--- src/rtl/uart_rx_if.sv ---
// Serial receive link between the board RX pin and the CPU peripheral block.
interface uart_rx_if;
    logic       rx;
    logic [7:0] rx_data;
    logic       rx_status;
    logic       frame_err;

    modport master (output rx, input rx_data, rx_status, frame_err);
    modport slave  (input rx, output rx_data, rx_status, frame_err);
endinterface

--- src/rtl/uart_rx.sv ---
// UART receiver: 16x oversampled, 2-flop input synchronizer, 8N1 framing.
// Optional even-parity (8E1) framing is enabled with `define UART_RX_PARITY_EN.
//
// state    | meaning
// ---------+------------------------------------------------------------
// S_IDLE   | line idle, waiting for a falling edge on rx_s
// S_START  | qualifying the start bit, sampled at its centre (8th tick)
// S_DATA   | sampling 8 data bits, LSB first, every 16th tick
// S_PARITY | sampling the even-parity bit (parity build only)
// S_STOP   | sampling the stop bit; publishes the byte or flags an error
// S_BREAK  | line held low after a framing error; wait for it to go high
module uart_rx #(
    parameter int CLK_FREQ   = 100000000,
    parameter int BAUD       = 9600,
    parameter int OVERSAMPLE = 16
) (
    input  logic     clk,
    input  logic     reset,
    uart_rx_if.slave bus
);

    localparam int              DIV       = CLK_FREQ / (BAUD * OVERSAMPLE);
    localparam int              DIV_W     = (DIV > 1) ? $clog2(DIV) : 1;
    localparam logic [DIV_W-1:0] DIV_LAST = DIV_W'(DIV - 1);
    localparam logic [3:0]      SAMP_MID  = 4'd7;
    localparam logic [3:0]      SAMP_LAST = 4'(OVERSAMPLE - 1);

    typedef enum logic [2:0] {
        S_IDLE, S_START, S_DATA, S_STOP, S_BREAK
`ifdef UART_RX_PARITY_EN
        , S_PARITY
`endif
    } state_t;

    state_t           state_q, state_d;
    logic [DIV_W-1:0] div_cnt_q, div_cnt_d;
    logic [1:0]       sync_q, sync_d;
    logic [3:0]       samp_cnt_q, samp_cnt_d;
    logic [2:0]       bit_idx_q, bit_idx_d;
    logic [7:0]       shift_q, shift_d;
    logic [7:0]       rx_data_q, rx_data_d;
    logic             rx_status_q, rx_status_d;
    logic             frame_err_q, frame_err_d;
`ifdef UART_RX_PARITY_EN
    logic             parity_err_q, parity_err_d;
`endif
    logic             tick;
    logic             rx_s;
    logic             frame_ok;

    // Free-running oversample divider and the two-stage line synchronizer.
    always_comb begin
        tick      = (div_cnt_q == DIV_LAST);
        div_cnt_d = tick ? '0 : div_cnt_q + DIV_W'(1);
        sync_d    = {sync_q[0], bus.rx};
        rx_s      = sync_q[1];
    end

    // Bit-level framing: next state, sample counters and output pulses.
    always_comb begin
        state_d     = state_q;
        samp_cnt_d  = samp_cnt_q;
        bit_idx_d   = bit_idx_q;
        shift_d     = shift_q;
        rx_data_d   = rx_data_q;
        rx_status_d = 1'b0;
        frame_err_d = 1'b0;
`ifdef UART_RX_PARITY_EN
        parity_err_d = parity_err_q;
        frame_ok     = rx_s && !parity_err_q;
`else
        frame_ok     = rx_s;
`endif
        case (state_q)
            S_IDLE: begin
                if (!rx_s) begin
                    state_d    = S_START;
                    samp_cnt_d = '0;
                end
            end
            S_START: begin
                if (tick) begin
                    if (samp_cnt_q == SAMP_MID) begin
                        samp_cnt_d = '0;
                        bit_idx_d  = '0;
                        // A start bit that is high again at its centre was a glitch.
                        state_d    = rx_s ? S_IDLE : S_DATA;
                    end else begin
                        samp_cnt_d = samp_cnt_q + 4'd1;
                    end
                end
            end
            S_DATA: begin
                if (tick) begin
                    if (samp_cnt_q == SAMP_LAST) begin
                        samp_cnt_d = '0;
                        shift_d    = {rx_s, shift_q[7:1]};
                        if (bit_idx_q == 3'd7) begin
`ifdef UART_RX_PARITY_EN
                            state_d = S_PARITY;
`else
                            state_d = S_STOP;
`endif
                        end else begin
                            bit_idx_d = bit_idx_q + 3'd1;
                        end
                    end else begin
                        samp_cnt_d = samp_cnt_q + 4'd1;
                    end
                end
            end
`ifdef UART_RX_PARITY_EN
            S_PARITY: begin
                if (tick) begin
                    if (samp_cnt_q == SAMP_LAST) begin
                        samp_cnt_d   = '0;
                        parity_err_d = ^{shift_q, rx_s};
                        state_d      = S_STOP;
                    end else begin
                        samp_cnt_d = samp_cnt_q + 4'd1;
                    end
                end
            end
`endif
            S_STOP: begin
                if (tick) begin
                    if (samp_cnt_q == SAMP_LAST) begin
                        samp_cnt_d = '0;
                        if (frame_ok) begin
                            rx_data_d   = shift_q;
                            rx_status_d = 1'b1;
                        end else begin
                            frame_err_d = 1'b1;
                        end
                        // A low stop bit means the line may be held in break.
                        state_d = rx_s ? S_IDLE : S_BREAK;
                    end else begin
                        samp_cnt_d = samp_cnt_q + 4'd1;
                    end
                end
            end
            S_BREAK: begin
                if (rx_s) begin
                    state_d = S_IDLE;
                end
            end
            default: begin
                state_d = S_IDLE;
            end
        endcase
    end

    // State and datapath registers; reset leaves the line synchronizer idle-high.
    always_ff @(posedge clk or negedge reset) begin
        if (!reset) begin
            state_q      <= S_IDLE;
            div_cnt_q    <= '0;
            sync_q       <= 2'b11;
            samp_cnt_q   <= '0;
            bit_idx_q    <= '0;
            shift_q      <= '0;
            rx_data_q    <= '0;
            rx_status_q  <= 1'b0;
            frame_err_q  <= 1'b0;
`ifdef UART_RX_PARITY_EN
            parity_err_q <= 1'b0;
`endif
        end else begin
            state_q      <= state_d;
            div_cnt_q    <= div_cnt_d;
            sync_q       <= sync_d;
            samp_cnt_q   <= samp_cnt_d;
            bit_idx_q    <= bit_idx_d;
            shift_q      <= shift_d;
            rx_data_q    <= rx_data_d;
            rx_status_q  <= rx_status_d;
            frame_err_q  <= frame_err_d;
`ifdef UART_RX_PARITY_EN
            parity_err_q <= parity_err_d;
`endif
        end
    end

    assign bus.rx_data   = rx_data_q;
    assign bus.rx_status = rx_status_q;
    assign bus.frame_err = frame_err_q;

endmodule

--- src/flat_wrapper.sv ---
// flat-port wrapper written by rule: the top's interface ports become plain ports
module uart_rx_flat 
#(
    parameter int CLK_FREQ   = 100000000,
    parameter int BAUD       = 9600,
    parameter int OVERSAMPLE = 16
)
  (clk, reset, bus_rx, bus_rx_data, bus_rx_status, bus_frame_err);
  uart_rx_if bus_i ();
  input  logic clk;
  input  logic reset;
  input wire logic [$bits(bus_i.rx)-1:0] bus_rx;
  output wire logic [$bits(bus_i.rx_data)-1:0] bus_rx_data;
  output wire logic [$bits(bus_i.rx_status)-1:0] bus_rx_status;
  output wire logic [$bits(bus_i.frame_err)-1:0] bus_frame_err;
  assign bus_i.rx = bus_rx;
  assign bus_rx_data = bus_i.rx_data;
  assign bus_rx_status = bus_i.rx_status;
  assign bus_frame_err = bus_i.frame_err;
  uart_rx #(.CLK_FREQ(CLK_FREQ), .BAUD(BAUD), .OVERSAMPLE(OVERSAMPLE)) u_core (.clk(clk), .reset(reset), .bus(bus_i));
endmodule
--- config.mk ---
export PLATFORM = sky130hd
export DESIGN_NAME = uart_rx_flat
export DESIGN_NICKNAME = d
export VERILOG_FILES = /design/src/rtl/uart_rx_if.sv /design/src/rtl/uart_rx.sv /design/src/flat_wrapper.sv
export SDC_FILE = /design/constraint.sdc
export NUM_CORES = 1
export LEC_CHECK = 0
export ABC_AREA = 1
export CAP_MARGIN = 20
export CORE_MARGIN = 8
export CORE_UTILIZATION = 50
export DETAILED_ROUTE_END_ITERATION = 8
export DONT_BUFFER_PORTS = 1
export GPL_ROUTABILITY_DRIVEN = 0
export PLACE_DENSITY = 0.65
export SLEW_MARGIN = 0
export SYNTH_ARGS = -nofsm -noshare
export SYNTH_HDL_FRONTEND = slang
export SYNTH_SLANG_ARGS = --single-unit
export TNS_END_PERCENT = 10
--- constraint.sdc ---
create_clock -name clk -period 4.6 [get_ports clk]
set_clock_uncertainty 0.1 [all_clocks]
set_input_delay 0.23 -clock clk [delete_from_list [all_inputs] [get_ports clk]]
set_output_delay 0.23 -clock clk [all_outputs]
set_load 0.05 [all_outputs]
## Word-level counts from Yosys, hierarchy flattened

Index checks and enable logic that the tools add are counted.

- Word-level logic and storage cells: 73
- Input port bits: 3
- Register bits: 40
- Output and inout port bits: 10

- Reductions and logical operators: 9
- Equality and inequality tests: 19
- Muxes and demuxes: 33
- Add/sub/neg operators: 3

Operators by type and width:

| cell | number |
|---|---|
| $mux W3 | 15 |
| $mux W4 | 5 |
| $ne A2 B1 Y1 const B | 9 |
| $pmux W3 S5 | 1 |
| $pmux W4 S3 | 1 |
| $add A10 B1 Y10 const B | 1 |
| $eq A10 B10 Y1 const B | 1 |
| $mux W10 | 1 |
| $reduce_and A9 Y1 | 1 |
| $mux W1 | 8 |
| $reduce_and A4 Y1 | 2 |
| $eq A3 B2 Y1 const B | 2 |
| $eq A3 B3 Y1 const B | 2 |
| $pmux W3 S2 | 1 |
| $reduce_and A6 Y1 | 1 |
| $add A4 B1 Y4 const B | 1 |
| $eq A4 B3 Y1 const B | 1 |
| $eq A4 B4 Y1 const B | 1 |
| $ne A2 B2 Y1 const B | 2 |
| $add A3 B1 Y3 const B | 1 |
| $eq A3 B1 Y1 const B | 1 |
| $logic_not A3 Y1 | 1 |
| $reduce_and A3 Y1 | 1 |
| $reduce_bool A3 Y1 | 1 |
| 3 further kinds | 3 |

## Logic depth before layout (Yosys ltp)

- Depth in word-level cells: 5
- Gate-level depth with buffers: 11
- Depth with buffers taken out: 11

## Least setup slack after synthesis

OpenSTA, ideal clock, no wires.

- Path type: reg-to-reg
- Start point: reg u_core.bit_idx_q[0]
- End point: reg u_core.bit_idx_q[1]
- Data required time: 4.379 ns
- Period minus slack after synthesis: 1.537 ns
- Path buffers: 0
- Arrival: 1.316 ns
- Library setup time: 0.121 ns
- Slack: 3.063 ns
- Cell stages (with the launch flop): 10
- Cells stage by stage: dfrtp_1 > ha_1 > ha_1 > nand3b_1 > nand2_1 > inv_2 > nor2_2 > nand3_2 > nand2_1 > o21ai_1

- Longest elaborated chain between the ends: 5
- Elaborated cells between the ends (all ways): 8
- Classes of those cells: 1 x add/sub; 2 x eq/ne; 4 x mux; 1 x reduce/logical

RTL lines:

| what | line | text |
|---|---|---|
| from (decl) | uart_rx.sv:39 | `logic [2:0] bit_idx_q, bit_idx_d;` |
| from (signal assigned) | uart_rx.sv:173 | `bit_idx_q <= bit_idx_d;` |
| $add A3 B1 Y3 | uart_rx.sv:105 | `bit_idx_d = bit_idx_q + 3'd1;` |
| $mux W3 | uart_rx.sv:98 | `if (bit_idx_q == 3'd7) begin` |
| $mux W3 | uart_rx.sv:95 | `if (samp_cnt_q == SAMP_LAST) begin` |
| $mux W3 | uart_rx.sv:94 | `if (tick) begin` |
| $pmux W3 S2 | uart_rx.sv:74 | `case (state_q)` |

Parallel ways exist; a longest one is shown, timed or not. The select of a mux whose other input is x is not followed.
A chain may end at the register's enable or synchronous reset.

## Final worst setup path

- Start point: reg u_core.samp_cnt_q[0]
- End point: reg u_core.rx_data_q[2] (netlist: u_core.bus.rx_data[2])

- Longest elaborated chain between the ends: 2

RTL lines:

| what | line | text |
|---|---|---|
| from (decl) | uart_rx.sv:38 | `logic [3:0] samp_cnt_q, samp_cnt_d;` |
| from (signal assigned) | uart_rx.sv:172 | `samp_cnt_q <= samp_cnt_d;` |
| $eq A4 B4 Y1 | uart_rx.sv:127 | `if (samp_cnt_q == SAMP_LAST) begin` |
| $reduce_and A4 Y1 (no line) | n/a |  |
| to (signal assigned) | uart_rx.sv:175 | `rx_data_q <= rx_data_d;` |
| to (decl) | uart_rx.sv:41 | `logic [7:0] rx_data_q, rx_data_d;` |

Every way passes these cells.

==> impl_results.md <==
* Status: finished, final reports clean
* DR WL/cell at 11.3 um
* Gr usage total at 11.7%
* Fillers at between 300 and 400
* DR vias/cell at around 4.8
* Number of detailed-route iterations in the first pass at 4
* Hold Path Class: reg -> reg
* Nets at around 240
* Antenna violations before repair at 0
* Cell count after synthesis at between 200 and 250
* Ys Warns at 0
* Resized Gates After CTS at 0
* Die X at 79 um
* Maxcap violations at 0
* Clock Tree Buf Depth at 2
* Initial core utilization at between 50 and 60%
* Synthesis-to-finish area growth at 9.77%
* Final Hold Vio Count at 0
* Final setup viols at 0
* Hold WS at 0.259 ns
* Headroom to the max-slew limit at around 66%
* Layout cell share with drive strength beyond 1 at about 19%
* Post-CTS Setup Repair Bufs at 0
* CTS tree: yes
* H-tree levels at 2
* Die Y at approximately 79 um
* CP Class: reg -> reg
* Sequential cell area fraction in the yosys report at between 50% and 60%
* GR Overflow Total at 0
* Leak at between 1 and 1.5 nW
* N_diodes at 0
* Setup crit start kind: register
* Initial DRC Count at 73
* DRC violations left at 0
* Total Neg Setup Slack at 0 ns
* Clk slew on worst S/H paths at 0.08 ns
* Worst-Skew Late Latency at roughly 0.29 ns
* Die ar. at around 0.0062 mm^2
* Synthesized area at 0.00198 mm^2
* Max IR drop VDD at 0.345 mV
* Total CTS buffers at 5
* Synth top area share at a little under half
* First-pass GRT wire length at 5880 um
* RSZ-0062 raised after global routing: false
* Largest net degree at the start of global routing at slightly above 40
* Fmax achieved at slightly below 600 MHz
* Drt total wl at around 3200 um
* Num ports at 13
* Vias in the first global route at 1,306
* Tcrit/Tclk final at a little under two fifths
* Number of synthesized register bits at 40
* Num rows at 23
* Post-synthesis net count at about 240
* Nature of the critical path endpoint: register
* Post-DP HPWL at between 2000 and 2500 um
* Routed Antenna Nets at 0
* Most frequent cells in the layout: nand2_1 (55), dfrtp_1 (38), inv_1 (28)
* Yosys top cell by area: dfrtp_1
* Crit path time final at 1.70 ns
* Worst-path fanout max at 16
* Pwr dens at around 300 mW/mm^2
* Mapped Avg Cell Area at between 8 and 9 um^2
* Core Area at around 0.0039 mm^2
* CP arrival at 1.77 ns
* Synth cell types at 28
* Synth top area cells: dfrtp_1 (48%), nand2_1 (10%), inv_1 (5.3%)
* Worst slew pin tran at 0.504 ns
* Clock root buffer: clkbuf_8
* Worst EP required at approximately 4.7 ns
* Vias post-DR at roughly 1,400
* Most common cell after layout, fill and taps aside: nand2_1
* Port Buffer Count at 0
* Clock Sink Count at 40
* Max Slew Vio Count at 0
metal layers:
metal	vias to the layer above	share of wire, %	GRT usage (%)
met1	633	47	14.9
li1	733	-	-
met4	0	0.77	4.44
met5	-	0	0
met3	2	3.5	4.29
met2	8	48	17.9
layout make-up:
type	count	area, um^2	area share (%)
inverter	36	136	6.26
clock inverter	2	38.8	1.78
tap	50	62.6	2.87
sequential	40	1000	46.1
multi-input combinational	150	815	37.4
clock buffer	6	82.6	3.79
timing repair buffer	3	40.0	1.84
power breakdown:
group | switching [W] | internal (W)
Clock | 0.000120 | 0.000177
Sequential | 0.00000106 | 0.000353
Combinational | 0.00000729 | 0.00000308
path summary, 6_finish.rpt:
path	start	end	slack [ns]	cells past startpoint
setup / recovery	u_core.samp_cnt_q[0]	u_core.bus.rx_data[2]	2.90	8
hold / removal	u_core.sync_q[0]	u_core.sync_q[1]	0.26	0
setup reg to reg	u_core.samp_cnt_q[0]	u_core.bus.rx_data[2]	2.90	8
hold reg to reg	u_core.sync_q[0]	u_core.sync_q[1]	0.26	0
max in group asynchronous	reset	u_core.sync_q[1]	3.86	2
min in group asynchronous	reset	u_core.bus.rx_data[6]	0.30	2
Yosys cell counts, drive strengths merged:
cell type / n
nand4: 2
o21ai: 25
dfrtp: 38
nand3: 16
ha: 5
o211ai: 1
nor3: 1
nor2: 26
clkinv: 1
xor2: 4
inv: 35
a21oi: 4
nand2: 63
xnor2: 1
buf: 3
nand3b: 1
dfstp: 2
o21a: 1
cells by family (layout without fill, tap and decap cells):
family / Yosys count / after routing / synth area share [%]
AO/OA/AOI/OAI: 31 / 31 / 9.40
XOR/XNOR: 5 / 5 / 2.21
adder cells (fa/ha/maj): 5 / 5 / 3.15
buffers and inverters: 39 / 47 / 8.39
flip-flops: 40 / 40 / 50.6
AND/OR/NAND/NOR: 109 / 109 / 26.3
critical path, stage by stage, from the launching register on:
cell	delay, ns
dfrtp_1	0.42
ha_1	0.23
nand2_2	0.09
nor2_4	0.14
nand3_2	0.12
clkinv_2	0.10
nand3_4	0.20
nand2_1	0.14
o21ai_2	0.06
per-stage QoR:
stage / cell area, um^2 / cells / worst slack (ns) / util (%) / power [W]
after floorplan: 1980 / 229 / 3.06 / - / 0.000361
after global placement: 2020 / 276 / 2.91 / 51.5 / 0.000362
after detailed placement: 2020 / 276 / 2.89 / 51.5 / 0.000362
after CTS: 2180 / 287 / 2.88 / 55.7 / 0.000673
after global routing: 2180 / 287 / 2.75 / 55.7 / 0.000689
final: 2180 / 287 / 2.90 / 55.7 / 0.000661
registers in the layout, indices dropped and copies added, names as in the netlist:
name and cells:
u_core.div_cnt_q 10, u_core.bus.rx_data 8, u_core.bit_idx_q 3, u_core.bus.rx_status 1, u_core.shift_q 8, u_core.bus.frame_err 1
u_core.samp_cnt_q 4, u_core.sync_q 2, u_core.state_q 3
what timing repair did:
item	CTS	global route
hold buffers	3	0
endpoints found under the setup margin	0	0
endpoints found under the hold margin	41	0
Power figures use the tool's default switching activity.
